### src/rtl/z80_bus_target.sv
// Z80 memory-bus responder: decodes a register window, runs one req/ack transfer per CPU
// cycle and stretches the cycle with nWAIT. Define Z80TGT_TIMEOUT_EN to build the BUSY timeout.
module z80_bus_target #(
  parameter logic [15:0] BASE_ADDR      = 16'hE000,
  parameter int unsigned ADDR_BITS      = 10,
  parameter int unsigned TIMEOUT_CYCLES = 64
) (
  input  logic                 CLK,
  input  logic                 RESET,
  input  logic [15:0]          SDA,
  input  logic [7:0]           SDD_IN,
  input  logic                 nMREQ,
  input  logic                 nRD,
  input  logic                 nWR,
  output logic                 nWAIT,
  output logic [7:0]           Z_DOUT,
  output logic                 DOE,
  output logic [ADDR_BITS-1:0] REG_ADDR,
  output logic [7:0]           REG_WDATA,
  output logic                 REG_WE,
  output logic                 REG_RE,
  input  logic [7:0]           REG_RDATA,
  input  logic                 REG_ACK,
  output logic                 TIMEOUT_FLAG
);

  // state | meaning
  // IDLE  | waiting for a CPU strobe inside the window
  // BUSY  | request pulsed, waiting for REG_ACK (or timeout), CPU held in WAIT
  // DONE  | transfer finished, drive read data until the CPU cycle ends
  typedef enum logic [1:0] {IDLE, BUSY, DONE} state_t;

  state_t state, state_nxt;
  logic   hit;
  logic   is_read;
  logic   tmo;

  assign hit = ~nMREQ & (SDA[15:ADDR_BITS] == BASE_ADDR[15:ADDR_BITS]) & (~nRD | ~nWR);

`ifdef Z80TGT_TIMEOUT_EN
  localparam int unsigned CW = $clog2(TIMEOUT_CYCLES + 1);
  logic [CW-1:0] tmo_cnt;
  logic          tmo_flag_q;

  // Down-counter reloads while idle; terminal count on the last allowed BUSY cycle.
  assign tmo = (state == BUSY) && (tmo_cnt == '0) && !REG_ACK;

  always_ff @(posedge CLK or posedge RESET) begin
    if (RESET) begin
      tmo_cnt    <= '0;
      tmo_flag_q <= 1'b0;
    end else begin
      if (state == IDLE)
        tmo_cnt <= CW'(TIMEOUT_CYCLES - 1);
      else if ((state == BUSY) && (tmo_cnt != '0))
        tmo_cnt <= tmo_cnt - 1'b1;
      if (tmo)
        tmo_flag_q <= 1'b1;
    end
  end

  assign TIMEOUT_FLAG = tmo_flag_q;
`else
  assign tmo          = 1'b0;
  assign TIMEOUT_FLAG = 1'b0;
`endif

  always_ff @(posedge CLK or posedge RESET) begin
    if (RESET) state <= IDLE;
    else       state <= state_nxt;
  end

  // nWAIT is forced high during RESET so the CPU is released even with strobes still low.
  always_comb begin
    state_nxt = state;
    nWAIT     = 1'b1;
    DOE       = 1'b0;
    case (state)
      IDLE: begin
        if (hit && !RESET) begin
          nWAIT     = 1'b0;
          state_nxt = BUSY;
        end
      end
      BUSY: begin
        nWAIT = 1'b0;
        if (REG_ACK || tmo) state_nxt = DONE;
      end
      DONE: begin
        DOE = is_read & ~nRD;
        if (nMREQ && nRD && nWR) state_nxt = IDLE;
      end
      default: state_nxt = IDLE;
    endcase
  end

  always_ff @(posedge CLK or posedge RESET) begin
    if (RESET) begin
      REG_ADDR  <= '0;
      REG_WDATA <= '0;
      REG_RE    <= 1'b0;
      REG_WE    <= 1'b0;
      is_read   <= 1'b0;
      Z_DOUT    <= '0;
    end else begin
      REG_RE <= 1'b0;
      REG_WE <= 1'b0;
      if ((state == IDLE) && hit) begin
        REG_ADDR  <= SDA[ADDR_BITS-1:0];
        REG_WDATA <= SDD_IN;
        is_read   <= ~nRD;
        REG_RE    <= ~nRD;
        REG_WE    <= nRD;
      end
      if ((state == BUSY) && is_read) begin
        if (REG_ACK)  Z_DOUT <= REG_RDATA;
        else if (tmo) Z_DOUT <= 8'hFF;
      end
    end
  end

endmodule

### config.mk
export PLATFORM = sky130hd
export DESIGN_NAME = z80_bus_target
export DESIGN_NICKNAME = d
export VERILOG_FILES = /design/src/rtl/z80_bus_target.sv
export SDC_FILE = /design/constraint.sdc
export NUM_CORES = 1
export LEC_CHECK = 0
export CAP_MARGIN = 40
export CELL_PAD_IN_SITES_DETAIL_PLACEMENT = 0
export CELL_PAD_IN_SITES_GLOBAL_PLACEMENT = 1
export CORE_ASPECT_RATIO = 1.4
export CORE_MARGIN = 2
export CORE_UTILIZATION = 29
export CTS_CLUSTER_DIAMETER = 100
export DETAILED_ROUTE_END_ITERATION = 10
export PLACE_DENSITY = 0.77
export SYNTH_ARGS = -nofsm -noshare
export SYNTH_HDL_FRONTEND = slang
export SYNTH_SLANG_ARGS = --single-unit
export TNS_END_PERCENT = 100
### constraint.sdc
create_clock -name CLK -period 2.05 [get_ports CLK]
set_input_delay 0.205 -clock CLK [delete_from_list [all_inputs] [get_ports CLK]]
set_output_delay 0.205 -clock CLK [all_outputs]
set_load 0.005 [all_outputs]
# Word level (Yosys, flattened, before mapping)
# Cells that the tools add are included.
[op_classes]
n_eq_ne = 6
mux = 9
bitwise_logic = 7
n_reduce_logical = 9
[op_table]
columns = ["operator", "count"]
rows = [
  ["== test 6 bit, second input constant", 1],
  ["two-way mux 2 bit", 3],
  ["!= test 2 bit, second input constant", 3],
  ["one-hot mux 2 bit (3 select lines)", 1],
  ["logical AND 1 bit", 5],
  ["two-way mux 1 bit", 4],
  ["AND 1 bit", 3],
  ["NOT 1 bit", 3],
  ["AND reduction 3 bit", 1],
  ["== test 2 x 1 -> 1 bit, second input constant", 1],
  ["== test 2 bit, second input constant", 1],
  ["logical NOT 2 bit", 1],
  ["one-hot mux 1 bit (2 select lines)", 1],
  ["AND reduction 2 bit", 1],
  ["logical NOT 1 bit", 1],
  ["OR 1 bit", 1],
]
[totals]
reg_bits = 31
inputBits = 38
output_inout_bits = 31
elab_cells = 38

# Depth between registers and ports, before layout
# Gate-level depths: netlist of the first run.
[depth]
word_depth = 6
depth_mapped = 4
depth_no_buf = 3

# Worst setup path after synthesis of the first run
# No wires, ideal clock.
[synth_timing]
path_kind = "input to output"
startpoint = "in RESET"
endpoint = "out nWAIT"
arrival_ns = 1.379
t_required_ns = 1.845
path_slack_ns = 0.466
stages = 3
path_buffers = 0
path_cell_list = "inv_1 > a41oi_1 > or2_2"
[synth_between]
elab_chain_cells = 4
[synth_rtl]
columns = ["element", "line_no", "rtl"]
rows = [
  ["start: declaration", "9", "input logic RESET,"],
  ["logical NOT 1 bit (no source line)", "-", ""],
  ["logical AND 1 bit", "80", "if (hit && !RESET) begin"],
  ["two-way mux 1 bit", "80", ""],
  ["one-hot mux 1 bit (2 select lines)", "78", "case (state)"],
  ["end: declaration", "15", "output logic nWAIT,"],
]
# Every way passes these cells.

# Final worst setup path of the first run
[layout_timing]
startpoint = "in nMREQ"
endpoint = "out nWAIT"
[layout_between]
elab_chain_cells = 6
[layout_rtl]
columns = ["element", "line_no", "rtl"]
rows = [
  ["start: declaration", "12", "input logic nMREQ,"],
  ["NOT 1 bit", "38", "assign hit = ~nMREQ & (SDA[15:ADDR_BITS] == BASE_ADDR[15:ADDR_BITS]) & (~nRD | ~nWR);"],
  ["AND 1 bit (2 in a row)", "38", ""],
  ["logical AND 1 bit", "80", ""],
  ["two-way mux 1 bit", "80", ""],
  ["one-hot mux 1 bit (2 select lines)", "78", ""],
]
# Every way passes these cells.

==> impl_results.md, run 1 <==
- Post-DP Area: 2048 µm²
- Post-DP HPWL: 2297 µm
- Uppermost routed layer: met4
- Capture point of the worst reg-to-reg path: REG_ADDR[8]
- Leakage power: 0.9976 nW
- Number of fillers in the final layout: 394
- Die W: 60.51 µm
- Startpoint-to-endpoint class of the critical path: primary input to output pin
- Layout cells sized above 1: 26.71%
- Leading cell types by count after synthesis: dfrtp_1 (31), mux2_2 (17), mux2_4 (9)
- Final instance area: 2166 µm²
- Clk buf depth: 2
- Port bufs: 67
- EDFF count, synth: 0
- Area of the placeable core: 4274 µm²
- Result of the run: finished, final reports clean
- Slew Viols, Final: 0
- Wire length of the first global-routing pass: 4692 µm
- TritonCTS Buffers: 5
- Fraction of the cycle the final worst path needs: 96.12%
- Post-cts gate resize count: 0
- Violation count after the first detailed-routing iteration: 7
- Length of the first detailed-routing pass in iterations: 4
- Pwr Density: 727.2 nW/µm²
- Root buffer selected by CTS: clkbuf_8
- Fraction of the yosys area taken by sequential cells: 59.85%
- Y dimension of the die: 83.11 µm
- Arrival time reported for the critical path endpoint: 1.77 ns
- Met1 wire length: 1019 µm
- Overall power: 1.575 mW
- RR Startpoint: state[1]
- Largest net degree at the start of global routing: 32
- Sequence of cells on the critical path: clkdlybuf4s50_1 > and4bb_2 > a41oi_1 > or2_2 > clkdlybuf4s50_1
- Antenna violations before repair: 0
- Layout Nets: 198
- Non-Filler Instances: 221
- Clock transition at path regs: 0.06 ns
- Count of boundary I/O pins: 69
- Met2 WL post-DR: 1609 µm
- Synth area leader: dfrtp_1
- Most used standard cell by instance count after synthesis: dfrtp_1
- Met3 wire length: 205 µm
- Post-CTS repair timing setup buffer count: 0
- Type of element capturing the critical path: output pin
- Via count of the first global-routing pass: 1,019
- Worst Setup Start Kind: primary input
- CP Max Fanout: 2
- Last weighted congestion value of the routability-driven placer: 0.7523
- Top-area cell type share of the netlist area: 59.85%
- Cell depth of the worst flop-to-flop path: 3
- Endpoints failing hold: 0
- Final sum of negative setup slack: 0 ns
- FF-to-FF setup slack: 0.42 ns
- Unrepaired setup endpoints after global routing: no
- Max Cap Violations: 0
- Synthesis-to-layout area growth: 67.09%
- Overall global routing resource usage: 12.55%
- Detailed-route wire length per cell: 13.11 µm
- Synth Register Bits: 31
- Post-synthesis cell count: 85
- Number of antenna diodes: 0
- Quantity of hold-fixing buffers added after cts: 0
- Sum of routed wire length over all layers: 2897 µm
- Core Util, Final: 50.67%
- Highest Clock Rate: 507.5 MHz
- Syn_area_per_cell: 15.25 µm²
- Most used flip-flop cell after synthesis: dfrtp_1
- Biggest area contributors in the synthesized netlist: dfrtp_1 (60%), mux2_2 (15%), mux2_4 (10%)
- Share of synthesized flip-flops with an asynchronous set or reset: 100.0%
- Placed Cells: 213
- Number of H-tree levels: 2
- Area taken by flip-flops and latches: 775.7 µm²
- Number of nets in the synthesized netlist: 123
- Clock sinks: 31
- Via count: 964
- Largest clock skew in the final design: 0.004329 ns
- Effective utilization at floorplan: 30.33%
- Overall overflow remaining after global route: 0
- Residual DRC: 0
- Average via count per standard cell: 4.362
- Critical path's most frequent cell: clkdlybuf4s50_1
- Largest stage delay on the critical path: 0.44 ns
- Clock period minus worst slack: 1.971 ns
- Remaining number of nets flagged by the antenna check after routing: 0
- Std cell rows: 28
- Post-synthesis instance area: 1296 µm²
- Cell with the biggest individual delay on the critical path: clkdlybuf4s50_1
- Source-to-sink clock delay at the later pin of the worst-skew pair: 0.27 ns
- Required time reported for the critical path endpoint: 1.85 ns
- Synthesis Warnings: 0
- Count of cell types in the netlist: 24
- Final setup fails: 0
- CTS tree: built
- Multi-input gate area in the final layout: 485.5 µm²
- Worst Hold Class: primary input to async pin
- Peak supply drop: 0.0003442 V
- Area enclosed by the die boundary: 5028 µm²
-- how the worst max path moves through the flow --
stage          start           to  slack, ns  cells past startpoint
3_3_place_gp   nMREQ        nWAIT       0.10                      5
5_1_grt        nMREQ        nWAIT       0.02                      5
6_report       nMREQ        nWAIT       0.08                      5
4_1_cts        nMREQ        nWAIT       0.06                      5
2_1_floorplan  RESET        nWAIT       0.47                      3
3_5_place_dp   nMREQ  REG_ADDR[6]       0.05                      5
-- cell usage in the layout (no fill, tap or decap), drive strengths merged, types with 2 or more instances in the layout --
cell / netlist / layout
nor2: 3 / 3
nand4: 2 / 2
dfrtp: 31 / 31
mux2: 26 / 26
clkbuf: 0 / 6
inv: 3 / 3
buf: 3 / 4
clkdlybuf4s50: 0 / 67
nand2: 4 / 4
-- power by group --
group          switching (mW)  internal [mW]
clock network           0.210          0.393
registers              0.0305          0.667
logic                  0.0720          0.204
-- cell type report --
class	count	share of cell area (%)
clock buffers	6	3.813
repair buffers	71	32.35
multi-input cells	48	22.41
well taps	60	3.466
clock inverters	2	1.618
flip-flops and latches	31	35.82
inverters	3	0.5199
-- critical path, delay by kind of cell --
family | cells | cell delay (ns)
buffers and inverters | 2 | 0.86
and+or+nand+nor | 2 | 0.59
AOI/OAI and AO/OA | 1 | 0.11
-- logic make-up after synthesis --
group                  Yosys count  synth area share, %
buffers and inverters            6                2.702
multiplexers                    27                25.97
other                            1               0.2893
AO/OA/AOI/OAI                    4                2.220
AND/OR/NAND/NOR                 16                8.977
flip-flops                      31                59.85
-- routing by layer --
| layer | GRT usage, % | up-vias |
|---|---|---|
| li1 | - | 448 |
| met1 | 12.42 | 464 |
| met2 | 22.43 | 46 |
| met3 | 4.050 | 6 |
| met4 | 5.929 | 0 |
| met5 | 0 | - |
-- metrics by stage --
step	worst slack, ns	hold slack [ns]
finish	0.07944	0.3692
global route	0.01893	0.4129
CTS	0.06067	0.3773
detailed placement	0.05303	0.4950
global placement	0.1012	0.4852
floorplan	0.4664	0.2714
-- registers in the layout, indices dropped and copies added (netlist names) --
signal,cells
REG_WE,1
REG_ADDR,10
state,2
REG_WDATA,8
is_read,1
Z_DOUT,8
REG_RE,1
Note: power is estimated with default switching activity, not from simulation.
==> run 2: changes to the inputs <==
- CTS_BUF_LIST: not set -> sky130_fd_sc_hd__clkbuf_16
==> run 2 against run 1 <==
Effect of this change:
- via count is 1.3% lower
- global-route usage is 0.062 points lower
- hold slack better by 0.012 ns
- clock-buffer cell count is 1 lower
- register-to-register slack hardly changed
- worst setup slack hardly changed
- clock skew hardly changed
- critical path depth stayed put
- flip-flop and latch count stayed put
- first-iteration DRC count is 14% higher
- sequential power hardly changed
- critical path type unchanged
- highest routed layer unchanged
==> impl_results.md, run 2 (same netlist as run 1, synthesis figures left out) <==
- Result of the run: finished, final reports clean (unchanged)
- Via count: 951 (was 964)
- Unrepaired setup endpoints after global routing: no (unchanged)
- Y dimension of the die: 83.11 µm (unchanged)
- Layout cells sized above 1: 26.09% (was 26.71%)
- Type of element capturing the critical path: output pin (unchanged)
- Slew Viols, Final: 0 (unchanged)
- Worst Hold Class: primary input to async pin (unchanged)
- Arrival time reported for the critical path endpoint: 1.77 ns (about the same)
- Placed Cells: 213 (unchanged)
- Remaining number of nets flagged by the antenna check after routing: 0 (unchanged)
- Post-DP HPWL: 2297 µm (unchanged)
- CTS tree: built (unchanged)
- Effective utilization at floorplan: 30.33% (unchanged)
- Clock transition at path regs: 0.05 ns (was 0.06 ns)
- Number of H-tree levels: 2 (unchanged)
- Endpoints failing hold: 0 (unchanged)
- Overall overflow remaining after global route: 0 (unchanged)
- Top flop regs: REG_ADDR (10), REG_WDATA (8), Z_DOUT (8) (unchanged)
- Final setup fails: 0 (unchanged)
- Commonest non-fill, non-tap cell in the layout: clkdlybuf4s50_1 (unchanged)
- Post-cts gate resize count: 0 (unchanged)
- Synthesis-to-layout area growth: 70.66% (was 67.09%)
- Worst setup slack before clock tree synthesis: 0.05303 ns (unchanged)
- Max Cap Violations: 0 (unchanged)
- Sum of routed wire length over all layers: 2907 µm (was 2897 µm)
- Port bufs: 67 (unchanged)
- Overall global routing resource usage: 12.49% (was 12.55%)
- Non-Filler Instances: 221 (unchanged)
- Detailed-route wire length per cell: 13.15 µm (was 13.11 µm)
- Required time reported for the critical path endpoint: 1.85 ns (about the same)
- TritonCTS Buffers: 5 (unchanged)
- Die W: 60.51 µm (unchanged)
- Pwr Density: 801.0 nW/µm² (was 727.2 nW/µm²)
- Area enclosed by the die boundary: 5028 µm² (unchanged)
- Clock sinks: 31 (unchanged)
- Violation count after the first detailed-routing iteration: 8 (was 7)
- Average via count per standard cell: 4.303 (was 4.362)
- Wire length of the first global-routing pass: 4678 µm (was 4692 µm)
- Worst hold slack: 0.3812 ns (was 0.3692 ns)
- Post-route worst setup slack: 0.07950 ns (was 0.07944 ns)
- Max reg flops: 10 (unchanged)
- Via count of the first global-routing pass: 1,017 (was 1,019)
- Length of the first detailed-routing pass in iterations: 3 (was 4)
- Worst Setup Start Kind: primary input (unchanged)
- Largest Register: REG_ADDR (unchanged)
- Std cell rows: 28 (unchanged)
- Clock period minus worst slack: 1.970 ns (was 1.971 ns)
- Fraction of the cycle the final worst path needs: 96.12% (about the same)
- Layout Nets: 198 (unchanged)
- Area taken by flip-flops and latches: 775.7 µm² (unchanged)
- Leakage power: 1.018 nW (was 0.9976 nW)
- Source-to-sink clock delay at the later pin of the worst-skew pair: 0.27 ns (about the same)
- Count of boundary I/O pins: 69 (unchanged)
- Area of the placeable core: 4274 µm² (unchanged)
- Post-CTS repair timing setup buffer count: 0 (unchanged)
- Final sum of negative setup slack: 0 ns (unchanged)
- CP Max Fanout: 2 (unchanged)
- Highest Clock Rate: 507.5 MHz (about the same)
- Multi-input gate area in the final layout: 485.5 µm² (unchanged)
- Clk buf depth: 2 (unchanged)
- Number of antenna diodes: 0 (unchanged)
- Antenna violations before repair: 0 (unchanged)
- Peak supply drop: 0.0004965 V (was 0.0003442 V)
- Largest clock skew in the final design: 0.004463 ns (was 0.004329 ns)
- Startpoint-to-endpoint class of the critical path: primary input to output pin (unchanged)
- Residual DRC: 0 (unchanged)
- Number of fillers in the final layout: 393 (was 394)
- Most used cells in the layout excluding fill and tap cells: clkdlybuf4s50_1 (67), dfrtp_1 (31), mux2_2 (17) (unchanged)
- Largest net degree at the start of global routing: 32 (unchanged)
- Last weighted congestion value of the routability-driven placer: 0.7523 (unchanged)
- Root buffer selected by CTS: clkbuf_16 (was clkbuf_8)
- Quantity of hold-fixing buffers added after cts: 0 (unchanged)
## run 2: worst max-delay path, stage by stage
cell and delay (ns):
clkdlybuf4s50_1 0.42, and4bb_2 0.31, a41oi_1 0.11, or2_2 0.28, clkdlybuf4s50_1 0.44
## run 2: layer usage
metal | vias up | global-route usage (%) | share of wire, %
met4 | 0 | 7.115 | 1.4
met3 | 2 | 3.115 | 6.4
met1 | 463 | 12.73 | 36
met2 | 39 | 21.94 | 56
met5 | - | 0 | 0
li1 | 447 | - | -
## run 2: layout make-up
class	count	share of cell area (%)
sequential	31	35.07
timing repair buffer	71	31.67
multi-input combinational	48	21.95
clock buffer	5	5.656
tap	60	3.394
clock inverter	3	1.753
inverter	3	0.5091
## run 2: worst paths after layout
path	endpoint	from	depth (start not counted)	slack [ns]
setup / recovery	nWAIT	nMREQ	5	0.08
hold / removal	REG_ADDR[8]	RESET	3	0.38
setup reg to reg	REG_ADDR[8]	state[1]	3	0.42
hold reg to reg	Z_DOUT[5]	Z_DOUT[5]	1	0.51
max in group asynchronous	Z_DOUT[0]	RESET	3	1.38
min in group CLK	Z_DOUT[5]	Z_DOUT[5]	1	0.51
## run 2: report_power, final
group,total [mW],leakage [nW],switching (mW),internal [mW]
clock network,0.798,0.0812,0.233,0.564
logic,0.276,0.519,0.0722,0.204
registers,0.698,0.417,0.0305,0.668
total,1.77,1.02,0.336,1.44
## run 2: metrics by stage
| stage | utilization, % | cell area [µm²] | power (mW) |
|---|---|---|---|
| 5_1_grt | 51.76 | 2212 | 1.851 |
| 4_1_cts | 51.76 | 2212 | 1.799 |
| 3_3_place_gp | 47.92 | 2048 | 0.9795 |
| 3_5_place_dp | 47.92 | 2048 | 0.9887 |
| 2_1_floorplan | - | 1296 | 0.7876 |
| 6_report | 51.76 | 2212 | 1.772 |
==> run 3: changes to the inputs <==
- GPL_TIMING_DRIVEN: not set -> 1
==> results of run 3 <==
Same layout as run 2: the final DEF is identical, and so are final timing and power.
